<file path="config.mk">
export PLATFORM = sky130hd
export DESIGN_NAME = hamming_gen
export DESIGN_NICKNAME = d
export VERILOG_FILES = /design/src/rtl/hamming_gen.sv
export SDC_FILE = /design/constraint.sdc
export NUM_CORES = 1
export LEC_CHECK = 0
export ABC_CLOCK_PERIOD_IN_PS = 4000
export BUFFER_PORTS_ARGS = -buffer_cell sky130_fd_sc_hd__buf_2
export CORE_ASPECT_RATIO = 1.5
export CORE_UTILIZATION = 35
export CTS_CLUSTER_DIAMETER = 150
export CTS_CLUSTER_SIZE = 28
export DETAILED_ROUTE_END_ITERATION = 12
export SETUP_SLACK_MARGIN = 0.1
export SYNTH_ARGS = -nofsm -noshare
export SYNTH_HDL_FRONTEND = slang
export SYNTH_SLANG_ARGS = --single-unit
</file>
<file path="constraint.sdc">
create_clock -name clk -period 4 [get_ports clk]
set_input_delay 0.8 -clock clk [delete_from_list [all_inputs] [get_ports clk]]
set_output_delay 0.8 -clock clk [all_outputs]
set_load 0.005 [all_outputs]
</file>
<file path="src/rtl/hamming_gen.sv">
// Streaming Hamming line/column parity generator for one sector of bytes.
// Produces the 2*(SECTOR_AW+3)-bit ECC word that the syndrome checker consumes.
module hamming_gen #(
    parameter int unsigned SECTOR_AW = 9
) (
    input  logic                           clk,
    input  logic                           rst,
    input  logic                           ecc_start,
    input  logic                           data_valid,
    input  logic [7:0]                     data_in,
    output logic                           busy,
    output logic                           ecc_valid,
    output logic [2*(SECTOR_AW+3)-1:0]     ecc_out
);

    localparam int unsigned ECC_W  = 2 * (SECTOR_AW + 3);
    localparam int unsigned LINE_W = 2 * SECTOR_AW;
    localparam int unsigned COL_W  = 6;

    typedef enum logic {
        S_IDLE  = 1'b0,
        S_ACCUM = 1'b1
    } state_e;

    state_e                 state_q;
    logic [ECC_W-1:0]       acc_q;
    logic [ECC_W-1:0]       acc_d;
    logic [SECTOR_AW-1:0]   byte_cnt_q;
    logic [SECTOR_AW-1:0]   byte_cnt_d;
    logic [COL_W-1:0]       col_par;
    logic [LINE_W-1:0]      line_par;
    logic                   byte_par;
    logic                   last_byte;

    // Column parity: odd bit of each pair covers bit indices with that address bit set.
    assign col_par[1] = ^(data_in & 8'hAA);
    assign col_par[0] = ^(data_in & 8'h55);
    assign col_par[3] = ^(data_in & 8'hCC);
    assign col_par[2] = ^(data_in & 8'h33);
    assign col_par[5] = ^(data_in & 8'hF0);
    assign col_par[4] = ^(data_in & 8'h0F);

    assign byte_par = ^data_in;

    // Line parity: the whole-byte parity lands in the odd or even slot per byte-index bit.
    for (genvar k = 0; k < SECTOR_AW; k++) begin : g_line
        assign line_par[2*k+1] = byte_par &  byte_cnt_q[k];
        assign line_par[2*k]   = byte_par & ~byte_cnt_q[k];
    end

    assign acc_d      = acc_q ^ {line_par, col_par};
    assign byte_cnt_d = byte_cnt_q + SECTOR_AW'(1);
    assign last_byte  = (byte_cnt_q == '1);

    // Sector FSM with registered busy/ecc_valid/ecc_out; start always wins over data.
    always_ff @(posedge clk or posedge rst) begin
        if (rst) begin
            state_q    <= S_IDLE;
            acc_q      <= '0;
            byte_cnt_q <= '0;
            busy       <= 1'b0;
            ecc_valid  <= 1'b0;
            ecc_out    <= '0;
        end else begin
            ecc_valid <= 1'b0;
            case (state_q)
                S_IDLE: begin
                    if (ecc_start) begin
                        state_q    <= S_ACCUM;
                        acc_q      <= '0;
                        byte_cnt_q <= '0;
                        busy       <= 1'b1;
                    end
                end
                S_ACCUM: begin
                    if (ecc_start) begin
                        acc_q      <= '0;
                        byte_cnt_q <= '0;
                    end else if (data_valid) begin
                        if (last_byte) begin
                            ecc_out    <= acc_d;
                            ecc_valid  <= 1'b1;
                            busy       <= 1'b0;
                            state_q    <= S_IDLE;
                            acc_q      <= '0;
                            byte_cnt_q <= '0;
                        end else begin
                            acc_q      <= acc_d;
                            byte_cnt_q <= byte_cnt_d;
                        end
                    end
                end
                default: begin
                    state_q <= S_IDLE;
                    busy    <= 1'b0;
                end
            endcase
        end
    end

endmodule

</file>
==> results.tsv, run 1 <==
stage	metric	value	unit
synth	Syn Inst Count	329	
global_routing	largest net degree at the start of global routing	64	
clock_tree	Root Buffer Master	clkbuf_16	
detailed_routing	Metal-1 WL	3.01	mm
placed_design	Buffers on Ports	37	
global_routing	Overall Global Routing Usage	16.8	%
detailed_routing	vias	2519	
die	Row Count	41	
worst_setup_path	setup slack, reg-to-reg	1210	ps
detailed_routing	wire length per cell	14.4	µm
layout	layout cell share with drive strength beyond 1	16.4	%
timing	Fin Clk Skew	4.19	ps
worst_hold_path	WHS Path Cells	2	
synth	Yosys reg bits	60	
detailed_routing	Routed Antenna Nets	0	
layout	commonest non-fill, non-tap cells in the layout	dfrtp_1 (60), nand2_1 (44), buf_2 (37)	
worst_setup_path	Setup crit start kind	flop	
timing	Rel. slew slack	28.1	%
detailed_routing	drt drc	0	
clock_tree	clk_lat worst skew	330	ps
die	die height	116	µm
clock_tree	Clock Tree Buf Depth	2	
layout	ANT cells	0	
synth	simple-gate share of the synthesized area	20.2	%
clock_tree	TritonCTS clock tree	built	
worst_hold_path	worst hold path class	flop to flop	
synth	xor-xnor portion of the synthesized cell area	8.82	%
flow_run	total of max-cap violations	0	
detailed_routing	drt total wl	6.81	mm
synth	Ys Warns	0	
die	I/O pins	38	
die	chip width	78.0	µm
detailed_routing	WL met3	201	µm
worst_setup_path	Crit. Startpoint	byte_cnt_q[0]	
worst_hold_path	Hold Path End	ecc_out[3]	
clock_tree	Worst-path clk slew	50	ps
die	initial core utilization	36.1	%
worst_hold_path	worst hold path startpoint	ecc_out[3]	
global_routing	first-pass GRT wire length	11.6	mm
worst_setup_path	required time worst endpoint	4190	ps
timing	final setup TNS	0	ps
worst_setup_path	crit-path max FO	24	
synth	compound-gate portion of the synthesized area	16.5	%
timing	RSZ-0062 raised after global routing	false	
detailed_routing	DR pass1 iterations	7	
pwr	total power	1.68	mW
run_status	status	completed	
die	die area	0.00905	mm²
synth	largest family of logic cells by synthesized area	simple AND/OR/NAND/NOR gates	
synth	Post-Synth Adder-Cell Area	0.825	%
global_routing	vias in the first global route	2449	
pwr	PD cells	466	mW/mm²
clock_tree	# resized after CTS	0	
worst_setup_path	Crit. End Element	flop	
synth	register area share after synthesis	49.5	%
die	Core ar.	0.00841	mm²
layout	most common cell after layout, fill and taps aside	dfrtp_1	
synth	multiplexer area fraction after synthesis	0	%
clock_tree	Inserted Clock Buffers	9	
worst_setup_path	worst r2r src	byte_cnt_q[0]	
detailed_routing	drt initial violations	158	
synth	EDFF count, synth	0	
synth	Synth Cell Area	0.00303	mm²
layout	Nets	375	
timing	Final Hold Viols	0	
layout	area occupied by multi-input gates	0.00143	mm²
clock_tree	# clock sinks	60	
synth	Top FF cell, synth	dfrtp_1	
worst_setup_path	Worst Path Arrival	2980	ps
timing	Final min period	2790	ps
layout	Fillers	858	
pwr	VDD IR max	0.277	mV
timing	period utilisation layout	69.6	%
global_routing	global route overflow	0	
worst_setup_path	reg2reg end	ecc_out[10]	
timing	Slew @ Worst Pin	1080	ps
timing	Final Max Slew Viols	0	
layout	area grow syn2layout	19.1	%
placed_design	Post-DP HPWL	4.45	mm
synth	Avg Inst Size Synth	9.22	µm²
detailed_routing	top sig layer	met4	
placed_design	gpl congestion	0.812	
worst_setup_path	worst reg-to-reg path cell count	9	
clock_tree	Clock H-tree levels	3	
layout	Reg area	0.00150	mm²
worst_setup_path	critical path class	flop to flop	
timing	endpoints failing setup	0	
detailed_routing	met2 WL post-DR	3.49	mm
synth	syn nets	343	
pwr	leak pwr	1.71	nW
timing	maximum clock rate	0.359	GHz
clock_tree	count of hold-fix buffers inserted at cts	0	
detailed_routing	vias per inst	5.34	
global_routing	initial antenna violation count	0	
synth	Synth async-reset ratio	100	%
synth	Synth cell types	30	
clock_tree	number of buffers inserted by post-CTS setup repair	0	
synth_stat cells (all sizes together) (9+ instances only):
cell type	number	share of area, %
xnor2	25	8.0
nor4	10	2.1
nand3	11	1.8
clkbuf	17	2.1
or4	9	2.2
a31oi	18	3.7
a211o	9	2.6
o21ai	26	4.3
nand2	44	5.4
inv	11	1.4
o211ai	9	2.2
dfrtp	60	49
nor2	27	3.3
or3	19	3.9
a21oi	12	2.0
where the power goes:
part | internal [mW] | switching, mW | leakage [nW] | total [mW]
sequential | 0.641 | 0.0349 | 0.820 | 0.676
combinational | 0.0987 | 0.172 | 0.742 | 0.271
clock | 0.482 | 0.255 | 0.145 | 0.737
layer usage:
layer	global-route usage (%)	vias up
met5	0	-
met4	7.16	0
met3	3.62	9
met2	29.4	42
met1	19.8	1231
li1	-	1237
stage by stage:
step	std cells	util (%)	area, µm²	worst slack (ps)	hold slack (ps)
3_5_place_dp	457	39.5	3320	1160	456
6_report	472	42.9	3610	1210	471
5_1_grt	472	42.9	3610	937	484
3_3_place_gp	457	39.5	3320	1210	457
2_1_floorplan	329	-	3030	1700	470
4_1_cts	472	42.9	3610	1140	476
cell families after synthesis:
family,after synthesis
AND/OR/NAND/NOR,127
AO/OA/AOI/OAI,80
buffers and inverters,32
XOR/XNOR,28
adder cells (fa/ha/maj),2
flip-flops,60
layout make-up:
| class | count | area share, % |
|---|---|---|
| sequential | 60 | 41.6 |
| multi-input combinational | 237 | 39.5 |
| clock buffer | 14 | 7.86 |
| timing repair buffer | 41 | 5.96 |
| tap | 107 | 3.71 |
| inverter | 12 | 1.25 |
| clock inverter | 1 | 0.139 |
flip-flops by register name, summed over array words and instances (netlist names):
| signal | cells |
|---|---|
| acc_q | 24 |
| busy | 1 |
| byte_cnt_q | 9 |
| ecc_out | 24 |
| ecc_valid | 1 |
| state_q | 1 |
worst max-delay path, stage by stage, from the launching register on:
cell and delay, ps:
dfrtp_1 500, ha_1 330, nand2_1 90, nor2_1 40
ha_1 250, nand2_1 310, clkinv_1 540, buf_4 410
nor2_1 120, a31oi_1 50
worst max path at each step:
stage	endpoint	slack [ps]	depth (start not counted)
floorplan	acc_q[6]	1700	10
detailed placement	ecc_out[11]	1160	9
global route	ecc_out[16]	940	9
CTS	ecc_out[10]	1140	9
global placement	ecc_out[7]	1210	9
finish	ecc_out[10]	1210	9
No activity file was read; power rests on OpenSTA's default activity.
==> run 2, diff against run 1 <==
--- a/config.mk
+++ b/config.mk
@@ -5,7 +5,8 @@
 export SDC_FILE = /design/constraint.sdc
 export NUM_CORES = 1
 export LEC_CHECK = 0
-export ABC_CLOCK_PERIOD_IN_PS = 4000
+export ABC_AREA = 1
+export ABC_CLOCK_PERIOD_IN_PS = 2550
 export BUFFER_PORTS_ARGS = -buffer_cell sky130_fd_sc_hd__buf_2
 export CORE_ASPECT_RATIO = 1.5
 export CORE_UTILIZATION = 35
==> constraint.sdc (replaced) <==
create_clock -name clk -period 2.55 [get_ports clk]
set_input_delay 0.51 -clock clk [delete_from_list [all_inputs] [get_ports clk]]
set_output_delay 0.51 -clock clk [all_outputs]
set_load 0.005 [all_outputs]
==> run 2 against run 1 <==
  * Global-route usage rose by 0.56 points
  * Hold slack got worse by 220 ps
  * Flip-flop and latch count did not move
  * Count of clock-buffer cells in the layout fell by 1
  * Area after synthesis rose by 5.4%
  * Utilization rose by 0.36 points
  * Sequential share of layout area fell by 2.3 points
==> results.tsv, run 2 <==
stage	metric	value	unit	change
run_status	status	completed		
synth	Synth Cell Area	0.00320	mm²	+5.4%
worst_setup_path	critical path class	flop to flop		
global_routing	first-pass GRT wire length	12.8	mm	+9.6%
detailed_routing	DR pass1 iterations	4		-3
detailed_routing	vias per inst	4.79		-10%
worst_setup_path	Worst Path Arrival	2380	ps	-600 ps
synth	register area share after synthesis	47.0	%	-2.5 points
worst_setup_path	Setup crit start kind	flop		
synth	Synth async-reset ratio	100	%	unchanged
worst_setup_path	required time worst endpoint	2750	ps	-1440 ps
synth	syn nets	424		+24%
synth	top post-synthesis cells by area	dfrtp_1 (47%), nand2_1 (16%), nand3_1 (10%)		
synth	Synth cell types	25		-17%
clock_tree	# clock sinks	60		unchanged
global_routing	largest net degree at the start of global routing	30		-53%
timing	Fin Clk Skew	4.65	ps	+0.458 ps
worst_setup_path	number of buffers and inverters on the critical path	3		+1
clock_tree	Inserted Clock Buffers	9		unchanged
clock_tree	TritonCTS clock tree	built		
detailed_routing	drt initial violations	124		-22%
detailed_routing	drt total wl	7.40	mm	+8.7%
timing	maximum clock rate	0.459	GHz	+28%
global_routing	initial antenna violation count	0		unchanged
synth	Yosys reg bits	60		unchanged
timing	Final Max Slew Viols	0		unchanged
worst_hold_path	worst hold path class	input port to async pin		
timing	Slew @ Worst Pin	594	ps	-482 ps
layout	commonest non-fill, non-tap cells in the layout	nand2_1 (140), nand3_1 (67), dfrtp_1 (60)		
worst_setup_path	slowest CP cell	dfrtp_1		
worst_setup_path	crit-path max cell delay	420	ps	-120 ps
global_routing	global route overflow	0		unchanged
worst_setup_path	CP top delay family	simple AND/OR/NAND/NOR gates		
synth	Top FF cell, synth	dfrtp_1		
detailed_routing	vias	2744		+8.9%
synth	Avg Inst Size Synth	7.80	µm²	-15%
synth	EDFF count, synth	0		unchanged
detailed_routing	Routed Antenna Nets	0		unchanged
timing	Final min period	2180	ps	-607 ps
timing	RSZ-0062 raised after global routing	false		
clock_tree	Root Buffer Master	clkbuf_16		
layout	Nets	473		+26%
timing	Final Hold Viols	0		unchanged
synth	largest area contributor in the netlist	dfrtp_1		
detailed_routing	wire length per cell	12.9	µm	-10%
pwr	PD cells	656	mW/mm²	+41%
layout	largest registers	acc_q x24, ecc_out x24, byte_cnt_q x9		
clock_tree	clk_lat worst skew	320	ps	about the same
worst_setup_path	critical-path cell list	ha_1, nand3_1, inv_1, nand3_1, nor3_1, ha_1, nand2_1, nor2_4, clkinvlp_4, buf_4, nand2_1, o21ai_0		
timing	Rel. slew slack	60.4	%	+32 points
worst_setup_path	Worst setup endpoint	ecc_out[2]		
placed_design	Post-DP HPWL	5.12	mm	+15%
flow_run	total of max-cap violations	0		unchanged
layout	area grow syn2layout	19.6	%	
layout	most common cell after layout, fill and taps aside	nand2_1		
layout	layout cell share with drive strength beyond 1	21.2	%	+4.7 points
die	die area	0.00953	mm²	+5.2%
die	I/O pins	38		unchanged
clock_tree	Worst-path clk slew	50	ps	about the same
timing	period utilisation layout	85.4	%	+16 points
layout	ANT cells	0		unchanged
synth	Ys Warns	0		unchanged
global_routing	vias in the first global route	2716		+11%
timing	final setup TNS	0	ps	unchanged
placed_design	gpl congestion	0.775		-4.6%
worst_setup_path	worst reg-to-reg path cell count	12		+3
worst_setup_path	crit-path max FO	7		-71%
synth	most common cell in the netlist	nand2_1		
worst_setup_path	Crit. Startpoint	byte_cnt_q[1]		
clock_tree	Clock Tree Buf Depth	2		unchanged
pwr	leak pwr	2.09	nW	+22%
timing	endpoints failing setup	0		unchanged
placed_design	Buffers on Ports	37		unchanged
die	initial core utilization	36.2	%	+0.15 points
worst_setup_path	critical path depth in cells	12		+3
synth	Syn Inst Count	410		+25%
global_routing	Overall Global Routing Usage	17.3	%	+0.56 points
detailed_routing	drt drc	0		unchanged
die	die height	119	µm	+2.6%
clock_tree	Clock H-tree levels	3		unchanged
worst_setup_path	setup slack, reg-to-reg	370	ps	-840 ps
worst_setup_path	Crit. End Element	flop		
pwr	VDD IR max	0.352	mV	+27%
synth	top cell type's share of synthesized area	47.0	%	-2.5 points
die	chip width	80.0	µm	+2.6%
worst_setup_path	reg2reg end	ecc_out[2]		
worst_setup_path	worst r2r src	byte_cnt_q[1]		
die	Row Count	42		+2.4%
die	Core ar.	0.00883	mm²	+4.9%
synth	Synth top cells by count	nand2_1 (140), nand3_1 (67), dfrtp_1 (60)		
pwr	total power	2.51	mW	+49%
## run 2: final cells by class
class                   instances  area, µm²
repair buffers                 49        279
well taps                     110        138
flip-flops and latches         60       1500
fillers                       895       5010
multi-input cells             289       1440
inverters                      49        188
clock buffers                  13        260
clock inverters                 2       10.0
repair inverters                1       7.51
## run 2: repair_timing
item | 4_1_cts | 5_1_grt
hold buffers | 0 | 0
setup endpoints to repair | 0 | 24
buffers inserted | 0 | 4
resized for setup | 0 | 4
## run 2: power breakdown
part | internal (mW) | switching [mW]
logic | 0.116 | 0.229
clock network | 0.701 | 0.404
registers | 1.01 | 0.0502
total | 1.82 | 0.684
## run 2: logic make-up (layout without fill, tap and decap cells)
| group | count (synthesis) | count (layout) | synth area share, % |
|---|---|---|---|
| compound gates | 19 | 19 | 3.01 |
| xor+xnor | 14 | 14 | 3.84 |
| fa+ha+maj | 2 | 2 | 0.783 |
| buf+inv | 61 | 114 | 8.18 |
| flops | 60 | 60 | 47.0 |
| simple gates | 254 | 254 | 37.2 |
## run 2: per-layer routing
| layer | part of all wire, % | GRT usage [%] | vias up |
|---|---|---|---|
| met2 | 52 | 29.9 | 55 |
| met3 | 2.9 | 2.53 | 12 |
| li1 | - | - | 1389 |
| met5 | 0 | 0 | - |
| met1 | 43 | 21.2 | 1288 |
| met4 | 2.1 | 7.14 | 0 |
## run 2: worst min-delay path by stage
stage | endpoint | from | slack, ps | cells after the start
after floorplan | acc_q[0] | acc_q[0] | 450 | 2
after global placement | ecc_out[17] | ecc_out[17] | 460 | 2
after detailed placement | ecc_out[14] | ecc_out[14] | 460 | 2
after CTS | ecc_valid | rst | 280 | 2
after global routing | ecc_valid | rst | 320 | 2
final | ecc_valid | rst | 250 | 2
## run 2: per-stage QoR
step / setup WS (ps) / instance area [µm²] / hold slack [ps] / utilization, % / cells
after floorplan: 555 / 3200 / 453 / - / 410
after global placement: 225 / 3500 / 461 / 39.7 / 553
after detailed placement: 126 / 3500 / 461 / 39.7 / 553
after CTS: 126 / 3770 / 282 / 42.7 / 568
after global routing: 104 / 3820 / 319 / 43.3 / 573
final: 371 / 3820 / 253 / 43.3 / 573
